`src/rtl/pa_ifu_ibuf_ring_pkg.sv`:
```
// pa_ifu_ibuf_ring_pkg -- shared IFU instruction-buffer definitions.
//   Halfword entry width, pred-taken width, the fixed part of the entry
//   packing and the halt-info width default (`TDT_HINFO_WIDTH).
//   Stored entry layout, MSB first: {halt_info, acc_err, pred_taken, inst}.
`ifndef TDT_HINFO_WIDTH
`define TDT_HINFO_WIDTH 15
`endif

package pa_ifu_ibuf_ring_pkg;

  localparam int unsigned IFU_HW_W    = 16;
  localparam int unsigned IFU_PRED_W  = 2;
  localparam int unsigned IFU_HINFO_W = `TDT_HINFO_WIDTH;

  // Fixed-width low part of an entry; halt_info sits above it.
  typedef struct packed {
    logic                  acc_err;
    logic [IFU_PRED_W-1:0] pred_taken;
    logic [IFU_HW_W-1:0]   inst;
  } ibuf_base_t;

  localparam int unsigned IBUF_BASE_W = $bits(ibuf_base_t);

  // Halfword counts of 3 are not legal requests and behave as 0.
  function automatic logic [1:0] ibuf_num_norm(input logic [1:0] num);
    return (num == 2'd3) ? 2'd0 : num;
  endfunction

endpackage

```
`src/rtl/pa_ifu_ibuf_ring_entry.sv`:
```
// pa_ifu_ibuf_ring_entry -- one instruction-buffer entry's data register.
//   clk_i      : clock
//   we0_i      : write from create slot 0
//   wdata0_i   : slot 0 packed entry
//   we1_i      : write from create slot 1
//   wdata1_i   : slot 1 packed entry
//   data_o     : stored packed entry
// The data register has no reset; it is only meaningful while counted valid.
module pa_ifu_ibuf_ring_entry
  import pa_ifu_ibuf_ring_pkg::*;
#(
  parameter int unsigned W = IBUF_BASE_W + IFU_HINFO_W
) (
  input  logic         clk_i,
  input  logic         we0_i,
  input  logic [W-1:0] wdata0_i,
  input  logic         we1_i,
  input  logic [W-1:0] wdata1_i,
  output logic [W-1:0] data_o
);

  logic         we;
  logic [W-1:0] data_d;
  logic [W-1:0] data_q;

  always_comb begin
    we     = we0_i | we1_i;
    data_d = we0_i ? wdata0_i : wdata1_i;
  end

  always_ff @(posedge clk_i) begin
    if (we) begin
      data_q <= data_d;
    end
  end

  assign data_o = data_q;

endmodule

```
`src/rtl/pa_ifu_ibuf_ring.sv`:
```
// pa_ifu_ibuf_ring -- circular IFU instruction buffer of 16-bit halfwords.
//   Up to two halfwords created and up to two consumed per cycle; the two
//   oldest entries are presented on head0/head1.
// Ports:
//   forever_cpuclk, cpurst_b (async, active low)
//   ibuf_flush_en              : discard all entries (next cycle)
//   ibuf_create_num            : halfwords offered (0/1/2, 3 = 0)
//   ibuf_create_*0/1           : slot-0 / slot-1 entry fields
//   ibuf_create_rdy            : at least two free entries
//   ibuf_pop_num               : halfwords consumed (0/1/2, 3 = 0)
//   ibuf_head0/1_*             : oldest / second-oldest entry and valids
//   ibuf_entry_cnt, ibuf_empty, ibuf_full
// Optional feature: define PA_IFU_IBUF_BYPASS_EN to let an empty buffer
// present same-cycle create slots directly on the heads.
module pa_ifu_ibuf_ring
  import pa_ifu_ibuf_ring_pkg::*;
#(
  parameter int unsigned DEPTH   = 8,
  parameter int unsigned HINFO_W = IFU_HINFO_W
) (
  input  logic                      forever_cpuclk,
  input  logic                      cpurst_b,
  input  logic                      ibuf_flush_en,
  input  logic [1:0]                ibuf_create_num,
  input  logic [15:0]               ibuf_create_inst0,
  input  logic [15:0]               ibuf_create_inst1,
  input  logic [1:0]                ibuf_create_pred_taken0,
  input  logic [1:0]                ibuf_create_pred_taken1,
  input  logic [HINFO_W-1:0]        ibuf_create_halt_info0,
  input  logic [HINFO_W-1:0]        ibuf_create_halt_info1,
  input  logic                      ibuf_create_acc_err0,
  input  logic                      ibuf_create_acc_err1,
  output logic                      ibuf_create_rdy,
  input  logic [1:0]                ibuf_pop_num,
  output logic                      ibuf_head0_vld,
  output logic [15:0]               ibuf_head0_inst,
  output logic [1:0]                ibuf_head0_pred_taken,
  output logic [HINFO_W-1:0]        ibuf_head0_halt_info,
  output logic                      ibuf_head0_acc_err,
  output logic                      ibuf_head1_vld,
  output logic [15:0]               ibuf_head1_inst,
  output logic [1:0]                ibuf_head1_pred_taken,
  output logic [HINFO_W-1:0]        ibuf_head1_halt_info,
  output logic                      ibuf_head1_acc_err,
  output logic [$clog2(DEPTH):0]    ibuf_entry_cnt,
  output logic                      ibuf_empty,
  output logic                      ibuf_full
);

  localparam int unsigned PTR_W = $clog2(DEPTH);
  localparam int unsigned CNT_W = PTR_W + 1;
  localparam int unsigned ENT_W = IBUF_BASE_W + HINFO_W;
  localparam logic [CNT_W-1:0] DEPTH_C = CNT_W'(DEPTH);

  logic [PTR_W-1:0] wptr_q, wptr_d;
  logic [PTR_W-1:0] rptr_q, rptr_d;
  logic [CNT_W-1:0] cnt_q, cnt_d;

  logic [1:0]       create_num, pop_num, acc_num, pop_clamp;
  logic [CNT_W-1:0] free_cnt, avail_cnt;
  logic             create_ok, byp_en, slot0_we, slot1_we;
  logic [PTR_W-1:0] wptr_p1, rptr_p1;

  logic [ENT_W-1:0] slot0_data, slot1_data;
  logic [ENT_W-1:0] ent_q [DEPTH];
  logic [ENT_W-1:0] h0_ent, h1_ent;
  ibuf_base_t       h0_base, h1_base;

  always_comb begin
    slot0_data = {ibuf_create_halt_info0, ibuf_create_acc_err0,
                  ibuf_create_pred_taken0, ibuf_create_inst0};
    slot1_data = {ibuf_create_halt_info1, ibuf_create_acc_err1,
                  ibuf_create_pred_taken1, ibuf_create_inst1};
  end

  always_comb begin
    create_num = ibuf_num_norm(ibuf_create_num);
    pop_num    = ibuf_num_norm(ibuf_pop_num);
    free_cnt   = DEPTH_C - cnt_q;
    // Acceptance is judged on the pre-pop count: a create is all-or-nothing.
    create_ok  = CNT_W'(create_num) <= free_cnt;
    acc_num    = create_ok ? create_num : 2'd0;
`ifdef PA_IFU_IBUF_BYPASS_EN
    byp_en     = (cnt_q == '0) && !ibuf_flush_en;
`else
    byp_en     = 1'b0;
`endif
    // While bypassing, the poppable entries are this cycle's accepted creates.
    avail_cnt  = byp_en ? CNT_W'(acc_num) : cnt_q;
    pop_clamp  = (CNT_W'(pop_num) > avail_cnt) ? avail_cnt[1:0] : pop_num;
    // Bypassed entries consumed in the same cycle are never written; both
    // pointers still advance past them so the ring stays aligned.
    slot0_we   = !ibuf_flush_en && (acc_num != 2'd0) && !(byp_en && (pop_clamp != 2'd0));
    slot1_we   = !ibuf_flush_en && (acc_num == 2'd2) && !(byp_en && (pop_clamp == 2'd2));
    wptr_p1    = wptr_q + PTR_W'(1);
    rptr_p1    = rptr_q + PTR_W'(1);
  end

  always_comb begin
    cnt_d  = cnt_q;
    wptr_d = wptr_q;
    rptr_d = rptr_q;
    if (ibuf_flush_en) begin
      cnt_d  = '0;
      wptr_d = '0;
      rptr_d = '0;
    end else begin
      cnt_d  = cnt_q + CNT_W'(acc_num) - CNT_W'(pop_clamp);
      wptr_d = wptr_q + PTR_W'(acc_num);
      rptr_d = rptr_q + PTR_W'(pop_clamp);
    end
  end

  always_ff @(posedge forever_cpuclk or negedge cpurst_b) begin
    if (!cpurst_b) begin
      cnt_q  <= '0;
      wptr_q <= '0;
      rptr_q <= '0;
    end else begin
      cnt_q  <= cnt_d;
      wptr_q <= wptr_d;
      rptr_q <= rptr_d;
    end
  end

  for (genvar gi = 0; gi < DEPTH; gi++) begin : g_ent
    pa_ifu_ibuf_ring_entry #(
      .W (ENT_W)
    ) u_ent (
      .clk_i    (forever_cpuclk),
      .we0_i    (slot0_we && (wptr_q  == PTR_W'(gi))),
      .wdata0_i (slot0_data),
      .we1_i    (slot1_we && (wptr_p1 == PTR_W'(gi))),
      .wdata1_i (slot1_data),
      .data_o   (ent_q[gi])
    );
  end

  always_comb begin
    if (byp_en) begin
      h0_ent         = slot0_data;
      h1_ent         = slot1_data;
      ibuf_head0_vld = acc_num != 2'd0;
      ibuf_head1_vld = acc_num == 2'd2;
    end else begin
      h0_ent         = ent_q[rptr_q];
      h1_ent         = ent_q[rptr_p1];
      ibuf_head0_vld = cnt_q > CNT_W'(0);
      ibuf_head1_vld = cnt_q > CNT_W'(1);
    end
    h0_base = ibuf_base_t'(h0_ent[IBUF_BASE_W-1:0]);
    h1_base = ibuf_base_t'(h1_ent[IBUF_BASE_W-1:0]);

    ibuf_head0_inst       = h0_base.inst;
    ibuf_head0_pred_taken = h0_base.pred_taken;
    ibuf_head0_acc_err    = h0_base.acc_err;
    ibuf_head0_halt_info  = h0_ent[ENT_W-1:IBUF_BASE_W];
    ibuf_head1_inst       = h1_base.inst;
    ibuf_head1_pred_taken = h1_base.pred_taken;
    ibuf_head1_acc_err    = h1_base.acc_err;
    ibuf_head1_halt_info  = h1_ent[ENT_W-1:IBUF_BASE_W];
  end

  always_comb begin
    ibuf_entry_cnt  = cnt_q;
    ibuf_empty      = cnt_q == '0;
    ibuf_full       = cnt_q == DEPTH_C;
    ibuf_create_rdy = cnt_q <= (DEPTH_C - CNT_W'(2));
  end

endmodule

```
`config.mk`:
```
export PLATFORM = sky130hd
export DESIGN_NAME = pa_ifu_ibuf_ring
export DESIGN_NICKNAME = d
export VERILOG_FILES = /design/src/rtl/pa_ifu_ibuf_ring_pkg.sv /design/src/rtl/pa_ifu_ibuf_ring_entry.sv /design/src/rtl/pa_ifu_ibuf_ring.sv
export SDC_FILE = /design/constraint.sdc
export NUM_CORES = 1
export LEC_CHECK = 0
export ABC_AREA = 1
export CELL_PAD_IN_SITES_DETAIL_PLACEMENT = 2
export CELL_PAD_IN_SITES_GLOBAL_PLACEMENT = 2
export CORE_MARGIN = 1.5
export CORE_UTILIZATION = 35
export CTS_CLUSTER_SIZE = 40
export DETAILED_ROUTE_END_ITERATION = 12
export GPL_ROUTABILITY_DRIVEN = 0
export GPL_TIMING_DRIVEN = 0
export PLACE_DENSITY_LB_ADDON = 0.1
export SLEW_MARGIN = 0
export SYNTH_ARGS = -nofsm -noshare
export SYNTH_HDL_FRONTEND = slang
export SYNTH_HIERARCHICAL = 1
export SYNTH_SLANG_ARGS = --single-unit
```
`constraint.sdc`:
```
create_clock -name forever_cpuclk -period 4.7 [get_ports forever_cpuclk]
set_input_delay 0.705 -clock forever_cpuclk [delete_from_list [all_inputs] [get_ports forever_cpuclk]]
set_output_delay 0.705 -clock forever_cpuclk [all_outputs]
set_load 0.01 [all_outputs]
```
==> out/results.txt <==
P per Cell Area = 686 mW/mm2
FILL cells = 5846
Num CTS Buffers = 38
Worst slew margin = 0.00367
FP Rows = 83
Crit path launch type = flop
Largest net degree at the start of global routing = 35
Post-Route Skew = 0.0136 ns
Via count = 18888
Synth Register Bits = 282
Max VDD drop = 0.000418 V
FMAX = 216 MHz
Comb power frac = 0.603
Minimum clock period = 4.62 ns
Sw Ratio = 0.493
I/O Buffers = 150
NumNets Final = 2593
Global-route wire length before repair = 138000 um
Worst Slack Setup Final = 0.0793 ns
Psw = 7330 uW
Total negative slack = 0 ns
Clock power frac = 0.188
1st-iter DRT viols = 1477
Fin crit share = 0.983
Leading area contributor after synthesis = edfxtp_1
Crit path DAT = 3.92 ns
LEAKAGE = 0.00905 uW
Core Box Area = 0.0513 mm2
CTS Root Cell = clkbuf_16
Skew-Pair Late Insertion Delay = 0.57 ns
Slew @ Worst Pin = 1.49 ns
Final count of negative-setup-slack endpoints = 0
Vias per cell = 5.90
Hold Path Class = input port to async pin
Longest Clk Path Bufs = 3
Initial antenna violation count = 4
Cells after Synth = 2304
CP Capture Type = primary output
Avg WL per Cell = 30.4 um
Crit-path max FO = 10
Post-Syn Area = 0.0182 mm2
Final WL = 97400 um
Maxcap violations = 0
Io pins = 152
GRT Residual Overflow = 0
Slew Limit Fails = 0
Share of cells above drive strength 1 = 0.114
P_int = 7550 uW
CTS tree = yes
Hold Vio Cnt, Final = 0
Clk sinks = 282
Layout area overhead = 19.3%
H-tree levels = 2
RSZ-0062 raised after global routing = no
Reg power frac = 0.209
Total setup buffers inserted after CTS = 0
DP Worst Slack = 0.265 ns
Syn_area_per_cell = 7.89 um2
Post-CTS Resized = 0
Ant. Diodes = 0
Yosys top cell area share = 0.449
GRT Overall Usage = 0.363
Antenna Nets Post-Route = 0
# DRC = 0
Mapped Nets = 2403
Unique cell type count in the Yosys netlist = 29
DP HPWL = 63600 um
Status = finished, final reports clean
Largest cells by area after synthesis = edfxtp_1, nand2_1, o21ai_0
Yosys warns = 6
DRT Pass-1 Iters = 5
Post-CTS Hold Buffers = 0
Seq/Total Area, Yosys = 0.463
Die Height = 231 um
Vias in the first global route = 20222
Initial core utilization = 0.354
Crit Path Class = flop to primary output
Die width = 231 um
Die ar. = 0.0533 mm2
Worst endpoint required time = 3.99 ns
Clock transition at the registers of the reported paths = 0.05 ns
==> state kept, by name, summed over array words and instances (netlist names) <==
signal	cells
wptr_q	3
ibuf_entry_cnt	4
rptr_q	3
g_ent.u_ent/data_o	272
==> path summary, 6_finish.rpt <==
kind	start	end	slack [ns]	cells after the start
max reg2reg	ibuf_entry_cnt[0]	g_ent[5].u_ent/data_o[11]	0.75	11
max	rptr_q[1]	ibuf_head1_halt_info[4]	0.08	8
min reg2reg	wptr_q[2]	wptr_q[2]	0.68	2
max in group asynchronous	cpurst_b	rptr_q[0]	3.87	1
min in group forever_cpuclk	ibuf_flush_en	wptr_q[0]	0.52	2
min	cpurst_b	ibuf_entry_cnt[2]	0.48	1
==> power by group through the flow <==
stage | sequential (uW) | combinational, uW | clock, uW
6_report | 3110 | 8960 | 2800
5_1_grt | 3130 | 9380 | 2890
4_1_cts | 3110 | 8780 | 2820
3_5_place_dp | 3160 | 8710 | 0
3_3_place_gp | 3150 | 8460 | 0
2_1_floorplan | 3110 | 4200 | 0
==> synthesized netlist by cell type <==
cell type    n
a22o_1       1
clkbuf_1    35
buf_4       27
a22oi_1      1
ha_1        20
nand2_1    837
xor2_1       2
inv_2        1
clkinv_1     1
o21ai_0    197
clkbuf_2     3
nor2_1     135
a21oi_2     22
buf_1        8
o21ai_1     79
inv_8        8
o21a_1      68
inv_1      137
o211ai_1    36
buf_2       45
buf_6       34
edfxtp_1   272
dfrtp_1     10
nand2_2     80
nand3_1     37
buf_8        8
fa_1         4
or2_2        8
a21oi_1    188
==> stage by stage <==
step           std cells  power (uW)  hold slack, ns  area (um2)   util
6_report            3201       14900           0.483       21700  0.423
5_1_grt             3201       15400           0.516       21700  0.423
4_1_cts             3201       14700           0.493       21700  0.423
3_5_place_dp        3134       11900           0.678       20500  0.400
3_3_place_gp        3134       11600           0.657       20500  0.400
2_1_floorplan       2304        7310           0.409       18200      -
==> cells by family (layout without fill, tap and decap cells) <==
kind of cell	Yosys count	after routing	share of synthesized area
DFF	282	282	0.463
and+or+nand+nor	1097	1097	0.241
buffers and inverters	307	524	0.0946
AOI/OAI and AO/OA	592	592	0.182
xor gates and xnor gates	2	2	0.000964
adders and majority gates	24	24	0.0182
==> critical path: stages (launching register included) <==
cell and delay (ns):
dfrtp_1 0.57, ha_1 0.37, buf_2 0.18, buf_1 0.87
o211ai_1 0.24, nand2_1 0.13, nor2_1 0.06, a21oi_1 0.31
clkdlybuf4s50_1 0.61
==> cell usage in the layout, fill, tap and decap left out, types with 37 or more instances in the layout <==
| cell type | instances |
|---|---|
| a21oi_1 | 188 |
| buf_2 | 45 |
| clkbuf_1 | 47 |
| clkbuf_16 | 38 |
| clkdlybuf4s50_1 | 150 |
| edfxtp_1 | 272 |
| inv_1 | 137 |
| nand2_1 | 837 |
| nand2_2 | 80 |
| nand3_1 | 37 |
| nor2_1 | 135 |
| o21a_1 | 68 |
| o21ai_0 | 197 |
| o21ai_1 | 79 |
==> layer usage <==
metal | GRT usage | share of wire
met5 | 0 | 0.00014
met4 | 0.201 | 0.058
met3 | 0.0551 | 0.080
met2 | 0.598 | 0.47
met1 | 0.456 | 0.40
==> final cells by class <==
type / count / area (um2) / share of cell area
buffer: 160 / 1110 / 0.0511
clock buffer: 52 / 1010 / 0.0467
clock inverter: 15 / 144 / 0.00663
inverter: 147 / 612 / 0.0282
multi-input combinational: 1715 / 8040 / 0.371
sequential: 282 / 8420 / 0.388
tap: 680 / 851 / 0.0392
timing repair buffer: 150 / 1500 / 0.0692
(Power assumes the default switching activity.)
